### src/rtl/seven_seg_pkg.sv
// seven_seg_pkg: display code constants and the 16-entry segment pattern table (g..a, 1 = lit).
package seven_seg_pkg;
  localparam logic [3:0] CHAR_L     = 4'd10;
  localparam logic [3:0] CHAR_E     = 4'd11;
  localparam logic [3:0] CHAR_BLANK = 4'd15;
  localparam logic [6:0] SEG_LUT [16] = '{
    7'h3F, 7'h06, 7'h5B, 7'h4F, 7'h66, 7'h6D, 7'h7D, 7'h07,
    7'h7F, 7'h6F, 7'h38, 7'h79, 7'h00, 7'h00, 7'h00, 7'h00
  };
endpackage

### src/rtl/seven_seg_decode.sv
// seven_seg_decode: combinational 4-bit display code to g..a segment pattern.
module seven_seg_decode
  import seven_seg_pkg::*;
(
  input  logic [3:0] code_i,
  output logic [6:0] pat_o
);
  assign pat_o = SEG_LUT[code_i];
endmodule

### src/rtl/seven_seg_scan.sv
// seven_seg_scan: multiplexed N-digit common-anode driver with tear-free shadow registers.
// Define LEADING_ZERO_BLANK_EN to blank leading zero positions (position 0 always shown).
module seven_seg_scan
  import seven_seg_pkg::*;
#(
  parameter  int NUM_DIGITS  = 4,
  parameter  int REFRESH_DIV = 100000,
  localparam int IW = (NUM_DIGITS > 1) ? $clog2(NUM_DIGITS) : 1,
  localparam int PW = (REFRESH_DIV > 1) ? $clog2(REFRESH_DIV) : 1
) (
  input  logic                    clk,
  input  logic                    rst_n,
  input  logic                    enable,
  input  logic                    load,
  input  logic [4*NUM_DIGITS-1:0] digits_in,
  input  logic [NUM_DIGITS-1:0]   dp_in,
  output logic [7:0]              seg,
  output logic [NUM_DIGITS-1:0]   an,
  output logic [IW-1:0]           position
);
  logic [NUM_DIGITS-1:0][3:0] codes_q;
  logic [NUM_DIGITS-1:0]      dp_q, an_q, an_d;
  logic [PW-1:0]              pre_q, pre_d;
  logic [IW-1:0]              idx_q, idx_d, pos_q, pos_d;
  logic [7:0]                 seg_q, seg_d;
  logic [6:0]                 pat, lit;
  logic                       tc;

  seven_seg_decode u_dec (.code_i(codes_q[idx_q]), .pat_o(pat));

`ifdef LEADING_ZERO_BLANK_EN
  // zero_hi[i]: position i and every position above it hold code 0
  logic [NUM_DIGITS-1:0] zero_hi;
  always_comb begin
    zero_hi = '0;
    zero_hi[NUM_DIGITS-1] = codes_q[NUM_DIGITS-1] == 4'd0;
    for (int i = NUM_DIGITS - 2; i >= 0; i--) zero_hi[i] = (codes_q[i] == 4'd0) && zero_hi[i+1];
  end
  assign lit = (idx_q != '0 && zero_hi[idx_q]) ? 7'h00 : pat;
`else
  assign lit = pat;
`endif

  always_comb begin
    tc    = pre_q == PW'(REFRESH_DIV - 1);
    pre_d = !enable ? pre_q : tc ? '0 : pre_q + 1'b1;
    idx_d = !(enable && tc) ? idx_q : (idx_q == IW'(NUM_DIGITS - 1)) ? '0 : idx_q + 1'b1;
    an_d  = enable ? ~(NUM_DIGITS'(1) << idx_q) : '1;
    seg_d = enable ? {dp_q[idx_q], lit} : 8'h00;
    pos_d = enable ? idx_q : pos_q;
  end

  always_ff @(posedge clk or negedge rst_n) begin
    if (!rst_n) begin
      codes_q <= {NUM_DIGITS{CHAR_BLANK}};
      dp_q    <= '0;
      pre_q   <= '0;
      idx_q   <= '0;
      an_q    <= '1;
      seg_q   <= 8'h00;
      pos_q   <= '0;
    end else begin
      if (load) begin
        codes_q <= digits_in;
        dp_q    <= dp_in;
      end
      pre_q <= pre_d;
      idx_q <= idx_d;
      an_q  <= an_d;
      seg_q <= seg_d;
      pos_q <= pos_d;
    end
  end

  assign seg      = seg_q;
  assign an       = an_q;
  assign position = pos_q;
endmodule
### config.mk
export PLATFORM = sky130hd
export DESIGN_NAME = seven_seg_scan
export DESIGN_NICKNAME = d
export VERILOG_FILES = /design/src/rtl/seven_seg_pkg.sv /design/src/rtl/seven_seg_decode.sv /design/src/rtl/seven_seg_scan.sv
export SDC_FILE = /design/constraint.sdc
export NUM_CORES = 1
export LEC_CHECK = 0
export BUFFER_PORTS_ARGS = -buffer_cell sky130_fd_sc_hd__buf_2
export CORE_ASPECT_RATIO = 1.2
export CORE_UTILIZATION = 45
export CTS_CLUSTER_SIZE = 14
export DETAILED_ROUTE_END_ITERATION = 10
export PLACE_DENSITY = 0.78
export SKIP_LAST_GASP = 1
export SLEW_MARGIN = 20
export SYNTH_ARGS = -nofsm -noshare
export SYNTH_HDL_FRONTEND = slang
export SYNTH_SLANG_ARGS = --single-unit
### constraint.sdc
create_clock -name clk -period 1.87 [get_ports clk]
set_clock_uncertainty 0.2 [all_clocks]
set_input_delay 0.0935 -clock clk [delete_from_list [all_inputs] [get_ports clk]]
set_output_delay 0.0935 -clock clk [all_outputs]
set_load 0.05 [all_outputs]
# ---- Word level (Yosys, flattened, before mapping)
# Memory sizes are Yosys's and may differ from the RTL's.
# Cells that the tools add are included.
dict set report totals {
  memories 1
  output_inout_bits 14
  wordCells 31
  rom_bits 112
  ff_bits 53
  input_bits 24
}
dict set report classes {
  n_eq_ne 2
  addsub 2
  magnitude_cmp 2
  n_mux 10
  n_bitwise 2
  shift 1
  n_reduce_logical 1
}
# memory depth width read_ports rd_clocked_by_memory_dff wr line_no
set memory_table {}
lappend memory_table {{(no name shown)} 16 7 1 0 0 seven_seg_decode.sv:8} ;# assign pat_o = SEG_LUT[code_i];
# op n
set op_table {}
lappend op_table {{adder 17 x 1 -> 17 bit (second input constant)} 1}
lappend op_table {{== test 17 bit (second input constant)} 1}
lappend op_table {{two-way mux 17 bit} 1}
lappend op_table {{two-way mux 7 bit} 2}
lappend op_table {{binary-select mux 4 bit (select 2 bit)} 1}
lappend op_table {{two-way mux 4 bit} 2}
lappend op_table {{two-way mux 8 bit} 1}
lappend op_table {{greater-or-equal comparator 5 bit (second input constant)} 1}
lappend op_table {{NOT 4 -> 5 bit} 1}
lappend op_table {{NOT 4 bit} 1}
lappend op_table {{<< shifter 1 x 2 -> 4 bit (first input constant)} 1}
lappend op_table {{< comparator 2 x 3 -> 1 bit (second input constant)} 1}
lappend op_table {{adder 2 x 1 -> 2 bit (second input constant)} 1}
lappend op_table {{binary-select mux 1 bit (select 2 bit)} 1}
lappend op_table {{== test 2 bit (second input constant)} 1}
lappend op_table {{two-way mux 2 bit} 1}
lappend op_table {{logical AND 1 bit} 1}
lappend op_table {{two-way mux 1 bit} 1}

# ---- Depth between registers and ports, before layout
# Gate-level depths: netlist of the first run.
dict set report depth {
  ltp_word 7
  mapped_depth 7
  mapped_depth_nobuf 6
}

# ---- By module
# Synthesis of the first run repeated with hierarchy kept, for this count alone.
dict set report hier_totals {
  cells_unflattened 196
  area_unflattened_um2 2468.6
}
# mod n_inst cells_per_inst seq_area_each_um2 area_per_inst_um2
set by_module_without_submodules {}
lappend by_module_without_submodules {seven_seg_scan 1 167 1351.3 2268.4}
lappend by_module_without_submodules {seven_seg_decode 1 29 0.0 200.2}

# ---- Worst setup path before layout of the first run
# OpenSTA, ideal clock, no wires.
dict set report synth_timing {
  kind {register -> register}
  from {register idx_q[0]}
  to {register seg_q[3] (netlist: seg[3])}
  n_path_buf 1
  slack_ns -0.141
  required_time_ns 1.551
  setup_time_ns 0.119
  arrival_ns 1.692
  synth_period_minus_slack_ns 2.011
  stages_incl_launch_ff 8
  cell_sequence {dfrtp_1 -> buf_6 -> mux4_2 -> inv_1 -> ha_1 -> nor2b_1 -> o22ai_1 -> and2_1}
}
dict set report synth_between {
  elab_chain_cells 7
}
# element line_no
set synth_rtl {}
lappend synth_rtl {{start, declared} seven_seg_scan.sv:24} ;# logic [IW-1:0] idx_q, idx_d, pos_q, pos_d;
lappend synth_rtl {{start signal, assigned} seven_seg_scan.sv:68} ;# idx_q <= idx_d;
lappend synth_rtl {{binary-select mux 4 bit (select 2 bit)} seven_seg_scan.sv:29} ;# seven_seg_decode u_dec (.code_i(codes_q[idx_q]), .pat_o(pat));
lappend synth_rtl {{two-way mux 4 bit (not written as such)} seven_seg_scan.sv:29}
lappend synth_rtl {{NOT 4 -> 5 bit (not written as such)} seven_seg_decode.sv:8}
lappend synth_rtl {{memory (16 x 7 bit)} -}
lappend synth_rtl {{two-way mux 7 bit (not written as such) (2 in a row)} seven_seg_decode.sv:8}
lappend synth_rtl {{two-way mux 8 bit} seven_seg_scan.sv:49} ;# seg_d = enable ? {dp_q[idx_q], lit} : 8'h00;
lappend synth_rtl {{via seg_d[3]} seven_seg_scan.sv:25} ;# logic [7:0] seg_q, seg_d;
lappend synth_rtl {{end signal, assigned} seven_seg_scan.sv:70} ;# seg_q <= seg_d;
lappend synth_rtl {{end, declared} seven_seg_scan.sv:25}
# The timed path passes the listed nets, and every way through them passes these cells. The select of a mux whose other input is x is not followed.
# A chain may end at the register's enable or synchronous reset.

# ---- Worst setup path after layout of the first run
dict set report layout_timing {
  from {register idx_q[0]}
  to {register seg_q[5] (netlist: seg[5])}
}
# The elaborated chain is that of the path after synthesis.

==> results of run 1 <==
==> registers in the layout (all words and copies together) (netlist names) <==
name	cells
dp_q	4
pre_q	17
position	2
idx_q	2
codes_q	16
an	4
seg	8
==> layout make-up <==
class / instances / area share
clock buffers: 5 / 0.02015
well taps: 62 / 0.02272
clock inverters: 3 / 0.007329
multi-input cells: 125 / 0.3540
inverters: 6 / 0.008062
flip-flops and latches: 53 / 0.3961
repair buffers: 89 / 0.1916
==> worst register-to-register path, cell delays in order, from the launching register on <==
cell	delay (ns)
dfrtp_2	0.43
buf_6	0.15
mux4_2	0.56
buf_4	0.18
nor2_1	0.11
o22ai_1	0.10
and2_1	0.15
==> cell usage in the layout, fill, tap and decap left out, drive strengths merged, types with 3 or more instances in the layout <==
master       count
a21oi            3
and2             4
and4             3
buf             67
clkbuf           5
dfrtp           33
dfstp           20
dlygate4sd3     22
ha              11
inv              7
mux2            25
mux4             6
nand2           13
nand3            3
nand4            5
nor2            12
o21ai            5
or4              3
xnor2            7
xor2             7
==> report_power, final <==
part,switching (mW),internal [mW]
clock network,0.414,0.271
registers,0.100,1.31
logic,0.347,0.352
total,0.862,1.93
==> kinds of logic after synthesis <==
| kind of cell | share of synthesized area |
|---|---|
| compound gates | 0.03541 |
| fa+ha+maj | 0.05564 |
| buf+inv | 0.02883 |
| mux | 0.1674 |
| flops | 0.5463 |
| xor+xnor | 0.04957 |
| simple gates | 0.1168 |
==> metal layers <==
layer | global-route usage | up-vias | share of wire
met5 | 0 | - | 0
met4 | 0.07636 | 0 | 0.021
li1 | - | 852 | -
met1 | 0.2642 | 899 | 0.42
met2 | 0.3407 | 60 | 0.52
met3 | 0.03641 | 13 | 0.039
==> through the flow <==
step | setup WS (ns) | hold slack (ns) | utilization | instances
finish | -0.1236 | 0.08491 | 0.6445 | 343
global route | -0.1438 | 0.1183 | 0.6445 | 343
CTS | -0.07540 | 0.08093 | 0.6259 | 340
detailed placement | -0.1253 | -0.1106 | 0.5423 | 305
global placement | -0.04900 | -0.1141 | 0.5423 | 305
floorplan | -0.1110 | -0.4021 | - | 193
==> worst max path at each step <==
stage / start / to
2_1_floorplan: idx_q[0] / seg[3]
3_3_place_gp: idx_q[0] / seg[3]
3_5_place_dp: idx_q[0] / seg[3]
4_1_cts: idx_q[0] / seg[0]
5_1_grt: idx_q[0] / seg[5]
6_report: idx_q[0] / seg[5]
==> what timing repair did <==
| action | in CTS | in global routing |
|---|---|---|
| hold buffers | 22 | 0 |
| gates cloned | 1 | 0 |
| hold endpoints to repair | 70 | 0 |
| resized for setup | 17 | 21 |
| buffers inserted | 4 | 3 |
| pin swaps | 6 | 9 |
| endpoints found under the setup margin | 9 | 18 |
==> summary.txt, run 1 <==
CTS
  – CTS tree: built
  – CTS clk-pin slew, worst paths: 0.11 ns
  – Sink Count: 53
  – Clock Latency Late Sink: roughly 0.32 ns
  – Clock root buffer: clkbuf_8
  – Num CTS Buffers: 5
  – CTS max path bufs: 2
  – H-tree levels: 2

Run status
  – Failing checks: setup timing
  – Status: finished, violations left

Worst setup path
  – Cells on worst reg2reg path: 6
  – Crit-path slowest cell: mux4_2
  – Crit Path Max Fanout: 7
  – WP buf/inv: 2
  – Critical R2R Launch: idx_q[0]
  – Flop-to-flop setup slack: -0.12 ns
  – Endpoint kind of the worst setup timing path: flip-flop
  – CP delay by family, top: multiplexers
  – Worst EP arrival: roughly 2.0 ns
  – Crit path largest cell delay: 0.56 ns
  – Reg-to-reg endpoint: seg[5]
  – CP required: 1.88 ns
  – Worst path cell trace: buf_6, mux4_2, buf_4, nor2_1, o22ai_1, and2_1
  – Setup CP Type: reg -> reg
  – WP depth: 6
  – Startpoint type of the worst setup path: flip-flop

Layout
  – NumNets Final: between 300 and 400
  – Inserted Diodes: 0
  – P&R area growth vs syn: 38.04%
  – Share of cells above drive strength 1: 0.5480
  – FF+latch area: 0.001353 sq mm
  – Design Area, Final: 0.003415 sq mm
  – Multi-input gate area: 0.001209 sq mm
  – Fill cells: 375

Global route
  – First-pass GRT wire length: ~9100 microns
  – Vias in the first global route: ~1800
  – GRT Overall Usage: 0.2037
  – Initial antenna violation count: 0
  – Gr ovfl total: 0
  – Largest net degree at the start of global routing: 33

Detailed routing
  – Via density: 5.318
  – # DRC: 0
  – Number of routed nets with antenna violations: 0
  – Total number of vias: ~1800
  – Detailed Route WL: ~5600 microns
  – Drt pass-1 iters: 5
  – Initial DRC count: 72
  – WL per Instance: between 15 and 20 microns

Synthesis
  – Sequential share of the synthesized area: 0.5463
  – Syn Area/Cell: 12.82 sq um
  – Syn Inst Count: 193
  – Leading area contributor after synthesis: dfrtp_1
  – Post-synth ARST share: 1.000
  – Yosys synthesis warning count: 0
  – Post-synth top area share: 0.3338
  – Cell Area, Synth: roughly 0.0025 sq mm
  – Syn_nets: about 230
  – Count leader, synth: dfrtp_1
  – Synth cell count leaders: dfrtp_1 (33), mux2_2 (24), dfstp_2 (20)
  – Area contributors post-synth: dfrtp_1 (33%), dfstp_2 (21%), mux2_2 (11%), ha_1 (5.6%), mux4_2 (4.6%)
  – Synth Flop Type: dfrtp_1
  – FF+latch count, synth: 53
  – EDFF count, synth: 0
  – Netlist cell types: 37

Flow run
  – MaxCap Viol Count: 0

Placed design
  – DP Area: ~0.0029 sq mm
  – DP HPWL: around 3200 microns
  – IO Port Bufs: 37
  – Placer Congestion: 0.7945

Floorplan
  – Io pins: 38
  – FP Rows: 29
  – Initial core utilization: 0.4669
  – Chip Width: roughly 70 microns
  – Die area: 0.005798 sq mm
  – Die height: about 83 microns
  – Placeable Area: around 0.0053 sq mm

STA
  – Hold Fails Final Rpt: 0
  – Setup violations, final: 7
  – Period minus WS final: 1.994 ns
  – F_max: 0.5016 GHz
  – RSZ-0062 raised after global routing: yes
  – Setup_tns: -0.5407 ns
  – Setup ws final: -0.1236 ns
  – Slew Viols, Final: 0
  – Final period util: 1.066
  – Worst Tran Pin Value: 0.5253 ns
  – Slew headroom: 0.6498

Min path
  – Hold WC Path Type: in -> async

Power
  – Pwr dens: slightly above 800 mW/mm^2
  – IR drop worst, VDD: 0.4280 mV
  – Tot Pwr: between 2 and 3 mW
  – Leak: 1.553 nW
No activity file was read; power rests on OpenSTA's default activity.
==> inputs of run 2 (changes only) <==
==> constraint.sdc (replaced) <==
create_clock -name clk -period 1.87 [get_ports clk]
set_clock_uncertainty 0.2 [all_clocks]
set_input_delay 0 -clock clk [delete_from_list [all_inputs] [get_ports clk]]
set_output_delay 0 -clock clk [all_outputs]
set_load 0.05 [all_outputs]
==> summary.txt, run 2 (synthesized netlist as in run 1, its figures left out) <==
Floorplan
  – Io pins: 38 (unchanged)
  – Die height: 83.22 microns (unchanged)
  – Die area: 0.005798 sq mm (unchanged)
  – Placeable Area: 0.005298 sq mm (unchanged)
  – Chip Width: 69.68 microns (unchanged)
  – Initial core utilization: 0.4669 (unchanged)
  – FP Rows: 29 (unchanged)

STA
  – Final period util: 1.068 (was 1.066)
  – Period minus WS final: 1.998 ns (was 1.994 ns)
  – Setup ws final: -0.1279 ns (was -0.1236 ns)
  – Hold Fails Final Rpt: 0 (unchanged)
  – Slew headroom: 0.7004 (was 0.6498)
  – Setup_tns: -0.5762 ns (was -0.5407 ns)
  – F_max: 0.5005 GHz (was 0.5016 GHz)
  – Slew Viols, Final: 0 (unchanged)
  – RSZ-0062 raised after global routing: yes (unchanged)
  – Worst Tran Pin Value: 0.4494 ns (was 0.5253 ns)
  – Setup violations, final: 7 (unchanged)

Worst setup path
  – Setup CP Type: reg -> reg (unchanged)
  – Endpoint kind of the worst setup timing path: flip-flop (unchanged)
  – CP required: 1.86 ns (was 1.88 ns)
  – Crit path largest cell delay: 0.59 ns (was 0.56 ns)
  – Worst EP arrival: 1.99 ns (was 2.01 ns)
  – Worst path cell trace: mux4_2, buf_4, ha_4, o311a_1 (was buf_6, mux4_2, buf_4, nor2_1, o22ai_1, and2_1)
  – Crit Path Max Fanout: 4 (was 7)
  – Startpoint type of the worst setup path: flip-flop (unchanged)
  – Cells on worst reg2reg path: 4 (was 6)
  – Crit-path slowest cell: mux4_2 (unchanged)

Global route
  – Vias in the first global route: 1858 (was 1818)
  – Initial antenna violation count: 0 (unchanged)
  – GRT Overall Usage: 0.2047 (was 0.2037)
  – First-pass GRT wire length: 9266 microns (was 9080 microns)
  – Largest net degree at the start of global routing: 54 (was 33)
  – Gr ovfl total: 0 (unchanged)

Placed design
  – IO Port Bufs: 37 (unchanged)
  – DP Area: 0.002873 sq mm (unchanged)
  – DP HPWL: 3311 microns (was 3208 microns)
  – Placer Congestion: 0.7947 (was 0.7945)
  – Worst slack, placed: -0.1038 ns (was -0.1253 ns)

CTS
  – Clock root buffer: clkbuf_8 (unchanged)
  – Sink Count: 53 (unchanged)
  – CTS tree: built (unchanged)
  – H-tree levels: 2 (unchanged)
  – CTS max path bufs: 2 (unchanged)
  – Clock Latency Late Sink: 0.30 ns (was 0.32 ns)
  – CTS clk-pin slew, worst paths: 0.09 ns (was 0.11 ns)
  – Num CTS Buffers: 5 (unchanged)

Detailed routing
  – Post-Route M1 WL: 2542 microns (was 2309 microns)
  – Drt pass-1 iters: 4 (was 5)
  – Via density: 5.442 (was 5.318)
  – Number of routed nets with antenna violations: 0 (unchanged)
  – Top sig layer: met4 (unchanged)
  – Metal3 WL: 239 microns (was 217 microns)
  – Detailed Route WL: 6124 microns (was 5562 microns)
  – Met2 WL: 3139 microns (was 2918 microns)
  – Initial DRC count: 109 (was 72)
  – # DRC: 0 (unchanged)
  – WL per Instance: 17.80 microns (was 16.22 microns)
  – Total number of vias: 1872 (was 1824)

Layout
  – NumNets Final: 316 (was 315)
  – Design Area, Final: 0.003470 sq mm (was 0.003415 sq mm)
  – Util after Layout: 0.6549 (was 0.6445)
  – Max reg flops: 17 (unchanged)
  – Most frequent cells in the layout: buf_2 (37), dfrtp_1 (32), buf_4 (26) (unchanged)
  – Largest reg by FF count: pre_q (unchanged)
  – Inserted Diodes: 0 (unchanged)
  – P&R area growth vs syn: 40.26% (was 38.04%)
  – Most common cell after layout, fill and taps aside: buf_2 (unchanged)
  – Share of cells above drive strength 1: 0.5248 (was 0.5480)

Power
  – IR drop worst, VDD: 0.3444 mV (was 0.4280 mV)
  – Pwr dens: 840.8 mW/mm^2 (was 818.9 mW/mm^2)
  – Leak: 1.563 nW (was 1.553 nW)
  – Tot Pwr: 2.917 mW (was 2.796 mW)

Run status
  – Status: finished, violations left (unchanged)
  – Failing checks: setup timing (unchanged)

Flow run
  – MaxCap Viol Count: 0 (unchanged)

Min path
  – Hold WC Path Type: in -> async (unchanged)
## run 2: cell type report
type	count	area [sq um]
Timing Repair Buffer	89	654.4
Fill cell	364	1828
Tap cell	62	77.57
Multi-Input combinational cell	126	1231
Sequential cell	53	1353
Clock inverter	1	5.005
Inverter	6	30.03
Clock buffer	7	118.9
## run 2: critical path, delay by kind of cell (launching register included)
family	cells	cell delay (ns)
muxes	1	0.59
DFF	1	0.43
AOI/OAI and AO/OA	1	0.35
buffers and inverters	1	0.18
adders and majority gates	1	0.14
## run 2: repair_timing
action                                  in CTS  in global routing
setup buffers                                3                  4
endpoints found under the setup margin       9                 18
gates resized for setup                     15                 18
hold buffers                                22                  0
pin swaps                                    1                  8
hold endpoints to repair                    86                  0
gates cloned                                 1                  1
## run 2: per-stage QoR
step | cells | hold WS, ns
3_3_place_gp | 305 | -0.1883
2_1_floorplan | 193 | -0.4956
6_report | 344 | 0.02374
4_1_cts | 339 | 0.02332
5_1_grt | 344 | 0.05826
3_5_place_dp | 305 | -0.1796
## run 2: worst paths after layout
path	from	endpoint	slack (ns)
setup / recovery	idx_q[0]	seg[4]	-0.13
hold / removal	rst_n	idx_q[1]	0.02
setup reg to reg	idx_q[0]	seg[4]	-0.13
hold reg to reg	pre_q[6]	pre_q[6]	0.32
max in group asynchronous	rst_n	codes_q[6]	1.17
min in group clk	load	codes_q[10]	0.05
## run 2: power breakdown
part	internal, mW	switching [mW]
Combinational	0.343	0.349
Clock	0.425	0.379
Sequential	1.31	0.110
Total	2.08	0.838
## run 2: layer usage
layer,vias up,track usage
li1,858,-
met1,938,0.2632
met2,59,0.3363
met3,17,0.02913
met4,0,0.1055
met5,-,0
